[config.mk]
export PLATFORM = sky130hd
export DESIGN_NAME = pwm_phase_sequencer
export DESIGN_NICKNAME = d
export VERILOG_FILES = /design/src/rtl/pwm_phase_sequencer.sv
export SDC_FILE = /design/constraint.sdc
export NUM_CORES = 2
export LEC_CHECK = 0
export BUFFER_PORTS_ARGS = -buffer_cell sky130_fd_sc_hd__clkbuf_2
export CAP_MARGIN = 20
export CORE_MARGIN = 3
export CORE_UTILIZATION = 55
export DETAILED_ROUTE_END_ITERATION = 10
export PLACE_DENSITY = 0.75
export SLEW_MARGIN = 20
export SYNTH_ARGS = -nofsm -noshare
export SYNTH_HDL_FRONTEND = slang
export SYNTH_SLANG_ARGS = --single-unit
[constraint.sdc]
create_clock -name clk -period 4.6 [get_ports clk]
set_input_delay 0.23 -clock clk [delete_from_list [all_inputs] [get_ports clk]]
set_output_delay 0.23 -clock clk [all_outputs]
set_load 0.05 [all_outputs]
[src/rtl/pwm_phase_sequencer.sv]
// PWM phase sequencer: double-buffered pattern table stepped one slot per clock
// through each PWM half-cycle, with a programmable dead-time gap at every edge.
module pwm_phase_sequencer #(
    parameter  int WIDTH     = 8,
    parameter  int NO_SLOTS  = 8,
    parameter  int NO_TWEAK  = 8,
    parameter  int DT_BITS   = 4,
    parameter  int HOLD_LAST = 1,
    localparam int NO_FIELDS = 3 + NO_TWEAK,
    localparam int SLOT_W    = $clog2(NO_SLOTS),
    localparam int FIELD_W   = $clog2(3 + NO_TWEAK)
) (
    input  logic                        clk,
    input  logic                        reset,
    input  logic                        pwm,
    input  logic [DT_BITS-1:0]          dead_cycles,
    input  logic                        wr_en,
    input  logic                        wr_phase,
    input  logic [SLOT_W-1:0]           wr_slot,
    input  logic [FIELD_W-1:0]          wr_field,
    input  logic [WIDTH-1:0]            wr_data,
    input  logic                        commit,
    output logic                        commit_pending,
    output logic [WIDTH-1:0]            p_drive,
    output logic [WIDTH-1:0]            n_drive,
    output logic [WIDTH-1:0]            tweak_sense,
    output logic [WIDTH-1:0]            tweak_delay,
    output logic [NO_TWEAK*WIDTH-1:0]   tweak_drive,
    output logic [SLOT_W-1:0]           slot,
    output logic                        dead
);

    typedef enum logic {ST_DEAD, ST_ACTIVE} state_t;

    // Tables indexed [phase][slot][field]; phase 0 = P fields, 1 = N fields.
    logic [1:0][NO_SLOTS-1:0][NO_FIELDS-1:0][WIDTH-1:0] shadow_tbl;
    logic [1:0][NO_SLOTS-1:0][NO_FIELDS-1:0][WIDTH-1:0] active_tbl;

    logic                          pwm_s1;
    logic                          pwm_s;
    logic                          pwm_prev;
    logic                          pwm_edge;
    state_t                        state;
    logic [DT_BITS-1:0]            cnt;
    logic [DT_BITS-1:0]            cnt_load;
    logic [SLOT_W-1:0]             slot_next;
    logic [NO_FIELDS-1:0][WIDTH-1:0] row;
    logic                          phase_n;
    logic [WIDTH-1:0]              p_next;
    logic [WIDTH-1:0]              n_next;
    logic [NO_TWEAK*WIDTH-1:0]     tweak_next;

    assign pwm_edge = pwm_s ^ pwm_prev;
    assign cnt_load = (dead_cycles == '0) ? DT_BITS'(1) : dead_cycles;
    // pwm_prev holds the phase currently being driven: 1 = P half-cycle.
    assign phase_n  = ~pwm_prev;
    assign row      = active_tbl[phase_n][slot_next];

    // Two-flop synchroniser for the asynchronous pwm pin plus edge-reference flop
    always_ff @(posedge clk or negedge reset) begin
        if (!reset) begin
            pwm_s1   <= 1'b0;
            pwm_s    <= 1'b0;
            pwm_prev <= 1'b0;
        end else begin
            pwm_s1   <= pwm;
            pwm_s    <= pwm_s1;
            pwm_prev <= pwm_s;
        end
    end

    // Shadow writes and edge-aligned shadow->active copy; the copy sees pre-write shadow
    always_ff @(posedge clk or negedge reset) begin
        if (!reset) begin
            shadow_tbl     <= '0;
            active_tbl     <= '0;
            commit_pending <= 1'b0;
        end else begin
            if (pwm_edge && (commit_pending || commit)) begin
                active_tbl     <= shadow_tbl;
                commit_pending <= 1'b0;
            end else if (commit) begin
                commit_pending <= 1'b1;
            end
            if (wr_en && (int'(wr_slot) < NO_SLOTS) && (int'(wr_field) < NO_FIELDS)) begin
                shadow_tbl[wr_phase][wr_slot][wr_field] <= wr_data;
            end
        end
    end

    // Slot to show next clock: 0 on leaving DEAD, else advance with hold or wrap at the end
    always_comb begin
        slot_next = '0;
        if (state == ST_ACTIVE) begin
            if (slot == SLOT_W'(NO_SLOTS - 1)) begin
                slot_next = (HOLD_LAST != 0) ? slot : '0;
            end else begin
                slot_next = slot + 1'b1;
            end
        end
    end

    // Gate and tweak values for the next active slot; only one gate is ever enabled
    always_comb begin
        p_next     = '1;
        n_next     = '0;
        tweak_next = '0;
        if (pwm_prev) begin
            p_next = row[0];
        end else begin
            n_next = row[0];
        end
        for (int k = 0; k < NO_TWEAK; k++) begin
            tweak_next[k*WIDTH +: WIDTH] = row[3+k];
        end
    end

    // Dead-time / slot-stepping FSM with registered outputs
    always_ff @(posedge clk or negedge reset) begin
        if (!reset) begin
            state       <= ST_DEAD;
            cnt         <= DT_BITS'(1);
            slot        <= '0;
            dead        <= 1'b1;
            p_drive     <= '1;
            n_drive     <= '0;
            tweak_sense <= '0;
            tweak_delay <= '0;
            tweak_drive <= '0;
        end else if (pwm_edge) begin
            // Any edge, even mid-dead-time, restarts the safe gap
            state       <= ST_DEAD;
            cnt         <= cnt_load;
            slot        <= '0;
            dead        <= 1'b1;
            p_drive     <= '1;
            n_drive     <= '0;
            tweak_sense <= '0;
            tweak_delay <= '0;
            tweak_drive <= '0;
        end else begin
            case (state)
                ST_DEAD: begin
                    if (cnt <= DT_BITS'(1)) begin
                        state       <= ST_ACTIVE;
                        slot        <= slot_next;
                        dead        <= 1'b0;
                        p_drive     <= p_next;
                        n_drive     <= n_next;
                        tweak_sense <= row[1];
                        tweak_delay <= row[2];
                        tweak_drive <= tweak_next;
                    end else begin
                        cnt <= cnt - 1'b1;
                    end
                end
                ST_ACTIVE: begin
                    slot        <= slot_next;
                    p_drive     <= p_next;
                    n_drive     <= n_next;
                    tweak_sense <= row[1];
                    tweak_delay <= row[2];
                    tweak_drive <= tweak_next;
                end
                default: begin
                    state <= ST_DEAD;
                    cnt   <= DT_BITS'(1);
                end
            endcase
        end
    end

endmodule

==> summary.txt <==
Run status
  – Outcome: finished, violations left
  – Failing checks: hold timing

STA
  – Hold WS: -0.0176 ns
  – FMAX: between 200 and 300 MHz
  – Tightest Pin Transition: 1.36 ns
  – Clock Skew: approximately 0.057 ns
  – Tmin final: between 3 and 4 ns
  – RSZ-0062 raised after global routing: no
  – Worst Slack Setup Final: around 0.88 ns
  – Worst slew margin: 0.0961
  – Fin. max-slew vios: 0
  – Setup violations, final: 0
  – Period utilisation layout: 0.808
  – Final hold vios: 14
  – Setup total negative slack: 0 ns

Die
  – Ports: ~130
  – Die W: roughly 470 µm
  – Core Box Area: about 220,000 µm²
  – Rows: between 150 and 200
  – Chip Height: roughly 470 µm
  – Die area: roughly 220,000 µm²
  – Initial Util: 0.556

CTS
  – Clock Latency Late Sink: roughly 0.95 ns
  – CTS resizes: 0
  – Clock buffer depth: 4
  – CTS Root Cell: clkbuf_16
  – TritonCTS Buffers: between 300 and 400
  – CTS clk-pin slew, worst paths: approximately 0.06 ns
  – Post-CTS Repair Setup Buffers: 0
  – H-tree level count: 5
  – Hold buffer count at CTS: 11
  – Clock sink count: between 2,000 and 3,000
  – TritonCTS clock tree: yes

Critical path
  – CP arrival: 4.51 ns
  – Slowest stage delay, CP: around 0.91 ns
  – CP max FO: 55
  – RR Endpoint: n_drive[1]
  – CP Cell Sequence: ha_1 > a21bo_1 > and3_4 > buf_4 > mux2_4 > a22o_1 > or4_4 > a22o_1
  – Worst R2R Path Depth: 8
  – Kind of critical path: register to register
  – Critical Path RT: 5.39 ns
  – Setup slack, reg-to-reg: between 0.8 and 0.9 ns
  – FF-to-FF Start: slot[0]
  – Most frequent cell on the critical path: a22o_1
  – Crit path max-delay cell type: and3_4
  – Crit end category: register
  – Critical path startpoint category: register

Power
  – Power density cells: approximately 450 nW/µm²
  – P_leak: between 60 and 70 nW
  – VDD IR max: 481 µV

Place
  – Place WS: between 0.8 and 0.9 ns
  – DP Wirelength: 197,000 µm
  – Port Buffers: 125
  – # placed instances: 13,448
  – RD Place Congestion: around 0.88

Routing
  – DR WL/cell: roughly 24 µm
  – Drc violations: 0
  – DR pass1 iterations: 6
  – Via density: 5.95
  – Final Routed Wirelength: 332,000 µm
  – Antenna viol nets, final: 0
  – 1st-iter DRT viols: 9,093
  – Total number of vias: ~83,000

Synth
  – Synthesized Nets: between 10,000 and 15,000
  – EDFF count, synth: 0
  – Distinct cell type count after synthesis: 57
  – Seq/Total Area, Yosys: 0.611
  – Synth Flop Type: dfrtp_1
  – Cell Area, Synth: approximately 120,000 µm²
  – Per-instance average area after synthesis: between 10 and 15 µm²
  – Top cell type by total area after synthesis: dfrtp_1
  – Yosys top cell area share: 0.608
  – Syn Inst Count: between 10,000 and 15,000
  – #FFs+latches synth: 2,925
  – Top post-synthesis cells by area: dfrtp_1 61%, nand2_1 15%, mux2_2 13%
  – Yosys warns: 0
  – Asr flop ratio synth: 1.00

Cells and area
  – Fill cell count: 16,337
  – Final cell count without fillers: roughly 14,000
  – Final net count: about 11,000
  – Flip-flop and latch area: ~73,000 µm²
  – Most common cell after layout, fill and taps aside: nand2_1
  – Layout cells sized above 1: 0.219
  – Area Overhead vs Synth: 11.8%
  – Commonest cells after routing, fill and taps aside: 4,860 x nand2_1, 2,914 x dfrtp_1, 1,417 x mux2_2
  – Multi-input gate area: approximately 44,000 µm²

Global routing
  – Vias in the first global route: 84,942
  – GRT Util Overall: 0.297
  – Global-route wire length before repair: 513,000 µm
  – Initial antenna violation count: 15
  – Remaining global-route overflow: 0
  – Largest net degree at the start of global routing: 235

Flow run
  – Max-cap violations: 0

Min path
  – Hold WC Path Type: input port to asynchronous set/reset pin
## registers in the layout, summed over array words and instances (netlist names), 3 cells and up
signal and flops:
active_tbl 1408, shadow_tbl 1408, tweak_drive 64, n_drive 8, p_drive 8, tweak_delay 8
tweak_sense 8, cnt 4, slot 3
## cell type report
class | count | area share
sequential | 2925 | 0.546
multi-input combinational | 7377 | 0.330
clock buffer | 440 | 0.0673
tap | 2838 | 0.0265
timing repair buffer | 312 | 0.0220
clock inverter | 87 | 0.00801
antenna | 13 | 0.000243
inverter | 7 | 0.000196
## through the flow
step	hold slack, ns	power [mW]	util	instance area, µm²
floorplan	-0.0656	32.5	-	120000
finish	-0.0176	60.4	0.621	134000
CTS	0.00302	60.6	0.621	134000
detailed placement	0.346	35.8	0.574	124000
global placement	0.343	35.6	0.574	124000
global route	0.0473	62.3	0.621	134000
## worst max-delay path: cells and delay by family (launching register included)
family / cells / cell delay [ns]
and+or+nand+nor: 2 / 1.42
AOI/OAI and AO/OA: 3 / 0.61
buffers and inverters: 1 / 0.36
muxes: 1 / 0.32
DFF: 1 / 0.44
adders and majority gates: 1 / 0.41
## synthesized netlist by cell type, types with 9 or more instances
| cell type | instances |
|---|---|
| mux4_2 | 111 |
| a221oi_1 | 79 |
| dfstp_2 | 10 |
| nand3_1 | 152 |
| nor2_1 | 57 |
| mux2_2 | 1417 |
| a31oi_1 | 65 |
| a22oi_1 | 17 |
| nor3_1 | 14 |
| nor2b_1 | 9 |
| buf_1 | 16 |
| clkbuf_1 | 586 |
| o22ai_1 | 79 |
| mux2i_1 | 241 |
| buf_2 | 67 |
| dfrtp_1 | 2915 |
| a21oi_1 | 23 |
| nor2_2 | 80 |
| a22o_1 | 14 |
| a32oi_1 | 65 |
| nand2_1 | 4863 |
## how the worst max path moves through the flow
stage               startpoint         endpoint  slack (ns)  cells past startpoint
floorplan              slot[0]   tweak_delay[0]        1.73                     10
global placement       slot[0]  tweak_drive[35]        1.04                      8
detailed placement     slot[0]  tweak_drive[52]        0.90                      8
CTS                    slot[0]  tweak_drive[22]        0.90                      8
global route           slot[0]       n_drive[1]        0.73                      8
finish                 slot[0]       n_drive[1]        0.88                      8
## logic make-up after synthesis
family / share of synthesized area
adder cells (fa/ha/maj): 0.000313
flip-flops: 0.611
buffers and inverters: 0.0225
AO/OA/AOI/OAI: 0.0232
XOR/XNOR: 0.000438
AND/OR/NAND/NOR: 0.168
multiplexers: 0.175
## power by group
group	total, mW	switching, mW	internal (mW)
Sequential	28.1	1.04	27.1
Clock	25.0	10.1	14.9
Combinational	7.33	5.42	1.91
## metal layers
layer | track usage | part of all wire
met5 | 0 | 0
met2 | 0.467 | 0.47
met3 | 0.0567 | 0.081
met1 | 0.403 | 0.40
met4 | 0.136 | 0.049
No activity file was read; power rests on OpenSTA's default activity.
